### src/rtl/pwm_pkg.sv
// Shared defaults and width helpers for the push-button controlled PWM.
package pwm_pkg;

  localparam int STEPS_DEFAULT       = 10;
  localparam int DUTY_INIT_DEFAULT   = 5;
  localparam int SYNC_STAGES_DEFAULT = 2;

  // Period counter spans 0..steps-1; keep at least one bit for the degenerate case.
  function automatic int cnt_width(input int steps);
    return (steps > 1) ? $clog2(steps) : 1;
  endfunction

  // Duty spans 0..steps inclusive, so one extra code is needed.
  function automatic int duty_width(input int steps);
    return $clog2(steps + 1);
  endfunction

endpackage

### src/rtl/pwm_edge_sync.sv
// Synchronizes an asynchronous level and emits a one-cycle registered pulse per rising edge.
module pwm_edge_sync
  import pwm_pkg::*;
#(
  parameter int SYNC_STAGES = SYNC_STAGES_DEFAULT
) (
  input  logic clk,
  input  logic rst,
  input  logic din,
  output logic pulse
);

  logic [SYNC_STAGES-1:0] sync_q;
  logic                   prev_q;

  // NOTE: sequential state uses non-blocking assignments so every flop samples pre-edge values.
  always_ff @(posedge clk or posedge rst) begin
    if (rst) begin
      sync_q <= '0;
      prev_q <= 1'b0;
      pulse  <= 1'b0;
    end else begin
      sync_q[0] <= din;
      for (int i = 1; i < SYNC_STAGES; i++) begin
        sync_q[i] <= sync_q[i-1];
      end
      prev_q <= sync_q[SYNC_STAGES-1];
      pulse  <= sync_q[SYNC_STAGES-1] & ~prev_q;
    end
  end

endmodule

### src/rtl/pwm.sv
// Fixed-period PWM whose duty moves in 1/STEPS increments on inc/dec rising edges.
module pwm
  import pwm_pkg::*;
#(
  parameter int STEPS       = STEPS_DEFAULT,
  parameter int DUTY_INIT   = DUTY_INIT_DEFAULT,
  parameter int SYNC_STAGES = SYNC_STAGES_DEFAULT
) (
  input  logic clk,
  input  logic rst,
  input  logic inc,
  input  logic dec,
  output logic PWM_out
);

  localparam int CW = cnt_width(STEPS);
  localparam int DW = duty_width(STEPS);

  localparam logic [CW-1:0] CNT_LAST  = CW'(STEPS - 1);
  localparam logic [DW-1:0] DUTY_MAX  = DW'(STEPS);
  localparam logic [DW-1:0] DUTY_RST  = DW'(DUTY_INIT);
  localparam logic [DW-1:0] DUTY_STEP = DW'(1);

  logic          inc_pulse;
  logic          dec_pulse;
  logic [CW-1:0] cnt;
  logic [DW-1:0] duty_req;
  logic [DW-1:0] duty_req_nxt;
  logic [DW-1:0] duty_act;

  pwm_edge_sync #(.SYNC_STAGES(SYNC_STAGES)) u_inc_sync (
    .clk   (clk),
    .rst   (rst),
    .din   (inc),
    .pulse (inc_pulse)
  );

  pwm_edge_sync #(.SYNC_STAGES(SYNC_STAGES)) u_dec_sync (
    .clk   (clk),
    .rst   (rst),
    .din   (dec),
    .pulse (dec_pulse)
  );

  // NOTE: default assignment first so no path leaves duty_req_nxt unassigned (no latch).
  always_comb begin
    duty_req_nxt = duty_req;
    if (inc_pulse && !dec_pulse && (duty_req != DUTY_MAX)) begin
      duty_req_nxt = duty_req + DUTY_STEP;
    end else if (dec_pulse && !inc_pulse && (duty_req != '0)) begin
      duty_req_nxt = duty_req - DUTY_STEP;
    end
  end

  always_ff @(posedge clk or posedge rst) begin
    if (rst) begin
      cnt      <= '0;
      duty_req <= DUTY_RST;
      duty_act <= DUTY_RST;
      PWM_out  <= 1'b0;
    end else begin
      duty_req <= duty_req_nxt;
      // Shadow copy only at the wrap so a period never mixes two duty values.
      if (cnt == CNT_LAST) begin
        cnt      <= '0;
        duty_act <= duty_req;
      end else begin
        cnt <= cnt + CW'(1);
      end
      PWM_out <= (DW'(cnt) < duty_act);
    end
  end

endmodule

### config.mk
export PLATFORM = sky130hd
export DESIGN_NAME = pwm
export DESIGN_NICKNAME = d
export VERILOG_FILES = /design/src/rtl/pwm_pkg.sv /design/src/rtl/pwm_edge_sync.sv /design/src/rtl/pwm.sv
export SDC_FILE = /design/constraint.sdc
export NUM_CORES = 1
export LEC_CHECK = 0
export CAP_MARGIN = 20
export CORE_MARGIN = 1.5
export CORE_UTILIZATION = 30
export CTS_CLUSTER_SIZE = 10
export DETAILED_ROUTE_END_ITERATION = 10
export PLACE_DENSITY = 0.47
export SLEW_MARGIN = 20
export SYNTH_ARGS = -nofsm -noshare
export SYNTH_HDL_FRONTEND = slang
export SYNTH_SLANG_ARGS = --single-unit
### constraint.sdc
create_clock -name clk -period 4.5 [get_ports clk]
set_input_delay 1.125 -clock clk [delete_from_list [all_inputs] [get_ports clk]]
set_output_delay 1.125 -clock clk [all_outputs]
set_load 0.01 [all_outputs]
### After elaboration in Yosys (flattened, before gate mapping)

Index checks and enable logic that the tools add are counted.

* input bits: 4
* word-level logic and storage cells: 31
* output and inout bits: 1
* bits in registers: 21

* $lt $le $gt $ge: 1
* add/subtract/negate cells: 3
* eq/ne operators: 2
* multiplexer cells: 3
* reductions and logical operators: 8
* bitwise logic cells: 4

Operator list (count)
* 4-bit 2-to-1 mux: 3
* 4-bit by 1-bit adder with 4-bit output (second input constant): 2
* 4-bit == test (second input constant): 1
* 1-bit logical AND: 4
* 4-bit less-than comparator: 1
* 4-bit inequality test (second input constant): 1
* 4-bit nonzero test: 1
* 4-bit by 1-bit subtractor with 4-bit output (second input constant): 1
* 1-bit AND: 2
* 1-bit logical NOT: 2
* 1-bit NOT: 2
* 2-bit nonzero test: 1

### Depth between registers and ports, before layout

* word-level depth: 5
* mapped depth: 7
* mapped depth without buffers: 7

### By module

From an unflattened synthesis, not the netlist that was laid out.

* cell total of the unflattened synthesis: 78
* area total of the unflattened synthesis: 957.2 um2

By module, submodules not included
* pwm: sequential area each 330.3 um2, area an instance 721.9 um2, cells each 66, times used 1
* pwm_edge_sync: sequential area each 100.1 um2, area an instance 117.6 um2, cells each 6, times used 2

### Least setup slack after synthesis

No wires, ideal clock.

* path kind: flip-flop to flip-flop
* from: reg duty_req[0]
* to: reg duty_req[3]
* setup time: 128 ps
* buffers on the path: 0
* required time: 4372 ps
* arrival time: 1895 ps
* stages on the path, launching flop included: 7
* period minus slack after synthesis: 2023 ps
* path slack: 2477 ps
* cells stage by stage: dfstp_2 -> nor2_1 -> a31o_2 -> ha_1 -> a21oi_1 -> a21oi_1 -> o311a_2

* longest elaborated chain between the ends: 3
* elaborated cells on any way between the ends: 9
* those cells by class: add/sub: 2; eq/ne: 1; mux: 2; reduce/logical: 4

RTL lines
* start, declared: RTL line pwm.sv:27 `logic [DW-1:0] duty_req;`
* start signal, assigned: RTL line pwm.sv:62 `duty_req <= duty_req_nxt;`
* 4-bit by 1-bit subtractor with 4-bit output, or another cell as far along: RTL line pwm.sv:51 `duty_req_nxt = duty_req - DUTY_STEP;`
* 4-bit 2-to-1 mux, or another cell as far along: RTL line pwm.sv:50 `end else if (dec_pulse && !inc_pulse && (duty_req != '0)) begin`
* 4-bit 2-to-1 mux or 2-bit nonzero test (tied branches)

Parallel ways exist; a longest one is shown, timed or not. The select of a mux whose other input is x is not followed.
A chain may end at the register's enable or synchronous reset.

### Worst setup path in the final report

* from: reg PWM_out
* to: out PWM_out

RTL lines
* start, declared: RTL line pwm.sv:13 `output logic PWM_out`
* start signal, assigned: RTL line pwm.sv:70 `PWM_out <= (DW'(cnt) < duty_act);`

No word-level cell between the ends.

==> flow_metrics.py <==
metrics = {
    "critical_path": {
        "r2r-end": "duty_req[3]",
        "worstSetupStartpointType": "register",
        "critical-path-slowest-cell": "clkdlybuf4s50_1",
        "crit_path_end": "PWM_out",
        "r2r_cells": 6,
        "crit_family": "buffers and inverters",
        "startpoint": "PWM_out",
        "critPathKind": "register to primary output",
        "critical_path_required_ns": 3.38,
        "crit_cells": 1,
        "reg2reg_from": "duty_req[0]",
        "reg2reg_slack_ns": 2.32,
        "path_max_fanout": 1,
        "cp.arrival_ns": 1.16,
        "worstSetupEndpointType": "primary output",
        "slowest_delay_ns": 0.53,
        "crit_chain": "clkdlybuf4s50_1",
        "crit_buf_inv": 1,
    },
    "outcome": {
        "status": "finished, final reports clean",
    },
    "sta": {
        "fin_crit_ns": 2.29,
        "whs_ns": 0.360,
        "finalCritPeriodShare_pct": 50.8,
        "rsz0062_at_grt": "false",
        "tightest_slew_ns": 0.754,
        "fmax_ghz": 0.437,
        "drv_slew": 0,
        "relSlewSlack_pct": 49.7,
        "finClkSkew_ns": 0.00460,
        "setup_viol": 0,
        "tns_ns": 0,
        "hold_viol": 0,
    },
    "power_and_ir_drop": {
        "p_comb_share_pct": 29.7,
        "p_leak_nw": 0.491,
        "switching_share_pct": 32.1,
        "vdd_drop_max_mv": 0.186,
        "clockPowerShare_pct": 16.0,
        "power.density_nw_per_um2": 513,
        "power_frac_seq_pct": 54.2,
        "power_switching_w": 0.000172,
        "p_int_w": 0.000363,
    },
    "global_routing": {
        "grt_max_degree": 22,
        "antenna_found_initial": 0,
        "grt_overflow": 0,
        "grt_pass1_vias": 569,
        "grt_pass1_wl_um": 2460,
        "grt_use_total_pct": 9.51,
    },
    "drt": {
        "routed_wl_um": 1310,
        "ant_nets": 0,
        "num_vias": 559,
        "drtIter0Drc": 11,
        "route.detailed.drc": 0,
        "dr.pass1.iters": 4,
        "wl_per_cell_um": 11.1,
        "via_per_inst": 4.74,
    },
    "die": {
        "ios": 5,
        "die-area_um2": 3460,
        "initial_core_util_pct": 31.1,
        "die_height_um": 58.8,
        "die_w_um": 58.8,
        "row_count": 20,
        "coreArea_um2": 3000,
    },
    "synthesis": {
        "synth_top_family_by_area": "compound AO/OA/AOI/OAI gates",
        "synth_compound_area_share_pct": 13.7,
        "synthMuxAreaShare_pct": 3.61,
        "synth_cell_types": 26,
        "synthAdderAreaFrac_pct": 8.84,
        "synth_seq_cells": 21,
        "synth-xor-area-share_pct": 2.81,
        "syn_nets": 87,
        "ys_seq_area_share_pct": 56.8,
        "synth-simple-area-share_pct": 11.5,
        "syn-instance-count": 77,
        "syn_area_per_cell_um2": 12.1,
        "yosys_warnings": 0,
        "syn-cell-area_um2": 935,
    },
    "final_layout": {
        "antenna_cells": 0,
        "drive_above_1_share_pct": 17.6,
        "layout.nets": 96,
        "syn_to_final_growth_pct": 11.6,
    },
    "clock_network": {
        "holdBufCountCts": 0,
        "post-cts-setup-buffers": 0,
        "cts_resized": 0,
        "htreeDepth": 1,
        "cts_root_buf": "clkbuf_4",
        "path_clk_slew_ns": 0.11,
        "cts_buffers": 3,
        "clockBufferDepth": 2,
        "cts.sinks": 21,
        "cts_tree": "yes",
        "clock_latency_ns": 0.29,
    },
    "worst_hold_path": {
        "hold_class": "register to register",
    },
    "place": {
        "io_buffers": 4,
        "gp_congestion": 0.676,
        "dp_hpwl_um": 1030,
    },
    "job": {
        "maxCapViolations": 0,
    },
}
==> how the worst min path moves through the flow <==
stage | start | endpoint | slack [ns] | depth (start not counted)
finish | u_inc_sync.sync_q[0] | u_inc_sync.sync_q[1] | 0.36 | 0
global placement | u_dec_sync.sync_q[0] | u_dec_sync.sync_q[1] | 0.33 | 0
CTS | u_inc_sync.sync_q[0] | u_inc_sync.sync_q[1] | 0.36 | 0
detailed placement | u_inc_sync.sync_q[0] | u_inc_sync.sync_q[1] | 0.34 | 0
global route | u_inc_sync.sync_q[0] | u_inc_sync.sync_q[1] | 0.37 | 0
floorplan | u_dec_sync.sync_q[0] | u_dec_sync.sync_q[1] | 0.33 | 0
==> sequential cells by signal (all words and copies together) (netlist names) <==
name,cells
u_dec_sync.pulse,1
duty_req,4
u_dec_sync.sync_q,2
u_inc_sync.prev_q,1
u_dec_sync.prev_q,1
PWM_out,1
u_inc_sync.sync_q,2
u_inc_sync.pulse,1
cnt,4
duty_act,4
==> final cells by class <==
class | count | area, µm²
Clock buffer | 3 | 22.5
Tap cell | 33 | 41.3
Inverter | 7 | 26.3
Timing Repair Buffer | 4 | 40.0
Clock inverter | 1 | 5.00
Multi-Input combinational cell | 49 | 378
Sequential cell | 21 | 531
Fill cell | 312 | 1960
==> synth_stat cells <==
cell / number / area, µm²
dfrtp_1: 17 / 425
inv_1: 7 / 26.3
o21ai_0: 6 / 30.0
ha_1: 5 / 62.6
nand2_1: 5 / 18.8
dfstp_2: 4 / 105
nand2b_1: 4 / 25.0
a21o_1: 3 / 22.5
a21oi_1: 3 / 15.0
mux2_2: 3 / 33.8
a211oi_1: 2 / 15.0
nand3_1: 2 / 10.0
nor2b_1: 2 / 12.5
xor2_1: 2 / 17.5
a22o_1: 1 / 8.76
a31o_2: 1 / 8.76
and3_1: 1 / 6.26
and3b_1: 1 / 8.76
fa_1: 1 / 20.0
nor2_1: 1 / 3.75
nor3_4: 1 / 16.3
nor4_1: 1 / 6.26
o21ai_2: 1 / 8.76
o21bai_1: 1 / 7.51
o311a_2: 1 / 11.3
xnor2_1: 1 / 8.76
==> placed cells by master, fill, tap and decap left out <==
| cell | count |
|---|---|
| a211oi_1 | 2 |
| a21o_1 | 3 |
| a21oi_1 | 3 |
| a22o_1 | 1 |
| a31o_2 | 1 |
| and3_1 | 1 |
| and3b_1 | 1 |
| clkbuf_4 | 3 |
| clkdlybuf4s50_1 | 4 |
| clkinv_2 | 1 |
| dfrtp_1 | 17 |
| dfstp_2 | 4 |
| fa_1 | 1 |
| ha_1 | 5 |
| inv_1 | 7 |
| mux2_2 | 3 |
| nand2_1 | 5 |
| nand2b_1 | 4 |
| nand3_1 | 2 |
| nor2_1 | 1 |
| nor2b_1 | 2 |
| nor3_4 | 1 |
| nor4_1 | 1 |
| o21ai_0 | 6 |
| o21ai_2 | 1 |
| o21bai_1 | 1 |
| o311a_2 | 1 |
| xnor2_1 | 1 |
| xor2_1 | 2 |
==> power groups by stage <==
stage / sequential, W / combinational (W) / clock [W]
2_1_floorplan: 0.000285 / 0.000121 / 0
3_3_place_gp: 0.000294 / 0.000157 / 0
3_5_place_dp: 0.000295 / 0.000161 / 0
4_1_cts: 0.000291 / 0.000162 / 0.0000905
5_1_grt: 0.000300 / 0.000185 / 0.0000978
6_report: 0.000290 / 0.000159 / 0.0000858
==> routing by layer <==
layer / GRT usage, % / up-vias / share of wire [%] / routed length [µm]
li1: - / 284 / - / -
met1: 13.2 / 269 / 52 / 679
met2: 14.0 / 4 / 45 / 592
met3: 1.32 / 2 / 1.8 / 24
met4: 5.84 / 0 / 1.2 / 16
met5: 0 / - / 0 / 0
==> stage by stage <==
step / instance area, µm² / instances / setup slack [ns] / util [%] / power [W]
2_1_floorplan: 935 / 77 / 2.48 / - / 0.000406
5_1_grt: 1040 / 118 / 2.16 / 34.8 / 0.000583
6_report: 1040 / 118 / 2.21 / 34.8 / 0.000535
4_1_cts: 1040 / 118 / 2.19 / 34.8 / 0.000544
3_3_place_gp: 1020 / 114 / 2.33 / 33.8 / 0.000451
3_5_place_dp: 1020 / 114 / 2.32 / 33.8 / 0.000456
==> cell families (layout without fill, tap and decap cells) <==
| family | count (synthesis) | in the layout |
|---|---|---|
| fa+ha+maj | 6 | 6 |
| flops | 21 | 21 |
| xor+xnor | 3 | 3 |
| mux | 3 | 3 |
| buf+inv | 7 | 15 |
| compound gates | 19 | 19 |
| simple gates | 18 | 18 |
==> worst reg2reg max path: cells and delay by family (launching register included) <==
kind	cells	cell delay (ns)
flops	1	0.61
compound gates	4	1.05
simple gates	1	0.09
fa+ha+maj	1	0.33
Note: power is estimated with default switching activity, not from simulation.
==> patch: new RTL, same flow settings <==
`SYNC_STAGES_DEFAULT`: 2 -> 1.
--- a/src/rtl/pwm_pkg.sv
+++ b/src/rtl/pwm_pkg.sv
@@ -3,7 +3,7 @@
 
   localparam int STEPS_DEFAULT       = 10;
   localparam int DUTY_INIT_DEFAULT   = 5;
-  localparam int SYNC_STAGES_DEFAULT = 2;
+  localparam int SYNC_STAGES_DEFAULT = 1;
 
   // Period counter spans 0..steps-1; keep at least one bit for the degenerate case.
   function automatic int cnt_width(input int steps);
Formal check against the unedited RTL: same outputs for any inputs over 10 cycles, from zero or initial values and one cycle with rst high; that may be too few to reach the edited logic, so the function may still have changed.
==> patch against the unedited design <==
Sequential share of layout area decreased by 2.5 points; synthesized cell count fell by 3.9%; clock skew decreased by 2.7 ps; synthesized area down 5.0%; worst hold slack improved by 17 ps; via count fell by 2.7%; highest routed layer is now met3; final area decreased by 4.7%; worst setup slack got worse by 89 ps; die area is 4.7% lower; maximum frequency fell by 3.7%; sequential cell count fell by 2; routed wire length up 4.3%; largest cell class unchanged; total power up 0.75%.
==> patch: results (changes against the unedited design) <==
Pwr
  • Int Power: 362 µW (-0.51%)
  • Ratio of total power to cell area: 542 nW/µm² (+5.7%)
  • Share of power burned in the clock network: 0.155 (-0.005)
  • Lkg Pwr: 0.466 nW (-5.1%)

Yosys
  • Number of distinct library cells after synthesis: 27 (+3.8%)
  • Seq cells post-synth: 19 (-9.5%)
  • Top cells by area, synth: sky130_fd_sc_hd__dfrtp_1, sky130_fd_sc_hd__dfstp_2, sky130_fd_sc_hd__ha_1, sky130_fd_sc_hd__inv_1, sky130_fd_sc_hd__o21ai_0
  • Sequential area share after synthesis: 0.541 (-0.0268)
  • Net Count, Synth: 84 (-3.4%)

Worst setup path
  • Worst setup startpoint: duty_req[0]
  • Crit-path max cell delay: 620 ps (+90 ps)
  • Slowest-stage cell, CP: sky130_fd_sc_hd__dfstp_2
  • Crit path max-delay family: compound AO/OA/AOI/OAI gates
  • End of the critical path: duty_req[3]
  • Worst Reg2Reg Path Length in Cells: 7 (+1)
  • Signal arrival time at the worst endpoint: 2560 ps (+1400 ps)
  • Peak fanout along the critical path: 7 (+6)

Route
  • DRT met1 WL: 693 µm (+2.1%)
  • Max layer used: met3
  • Via density: 4.81 (+1.6%)
  • Met2 layer wire length in the routed design: 635 µm (+7.3%)
  • WL per Instance: 12.1 µm (+9.0%)
  • Met3 Routed Length: 40 µm (+67%)

Timing
  • Final period utilization: 0.528 (+0.0197)
  • Final clock skew: 1.86 ps (-2.74 ps)
  • Worst slew margin relative to its limit: 0.546 (+0.0495)

Finish
  • Share of layout cells above drive strength 1: 0.183 (+0.00646)
  • Clock Network Area Fraction: 0.0277 (+0.00129)
  • Number of filler instances in the final layout: 276 (-12%)
  • Post-layout utilization of the core: 0.358 (+0.0101)
  • Non-clock inverters: 9 (+2)
  • Layout net count: 93 (-3.1%)
  • Area of combinational cells with multiple inputs: 374 µm² (-0.99%)

Run status
  • Run status: finished, final reports clean

Min path
  • HP Start: u_dec_sync.sync_q
  • WHS Endpoint: u_dec_sync.prev_q

Placement
  • Worst Setup Slack post-DPL: 2130 ps (-192 ps)
  • Weighted congestion at the end of routability-driven global placement: 0.741 (+9.6%)
  • Half-perimeter wire length after detailed placement: 1.03 mm (about the same)

GRT
  • Maximum number of pins on one net before global-route repair: 20 (-9.1%)
  • Via count of the first global-routing pass: 588 (+3.3%)
  • Global-route wire length before repair: 2.72 mm (+11%)
## patch: cell types whose count changed in the layout (fill, tap and decap cells not counted), moves of 2 or more
cell,delta
sky130_fd_sc_hd__a2111oi_0,+2
sky130_fd_sc_hd__a211oi_1,-2
sky130_fd_sc_hd__dfrtp_1,-2
sky130_fd_sc_hd__inv_1,+2
sky130_fd_sc_hd__mux2_2,-2
sky130_fd_sc_hd__mux2_4,+2
sky130_fd_sc_hd__nand2b_1,-2
## patch: cell families after synthesis
group,count (synthesis),synth area share
xor+xnor,3,0.0296
compound gates,19,0.159
fa+ha+maj,6,0.0930
mux,4,0.0577
buf+inv,9,0.0380
flops,19,0.541
simple gates,14,0.0817
## patch: per-stage QoR
stage / cells / hold WS, ps
final: 113 / 377
after global routing: 113 / 386
after CTS: 113 / 382
after detailed placement: 109 / 356
after global placement: 109 / 355
after floorplan: 74 / 347
## patch: per-layer routing
layer	vias to the layer above	GRT usage
met4	0	0.00997
met3	0	0.0408
met1	263	0.150
li1	275	-
met2	6	0.164
met5	-	0
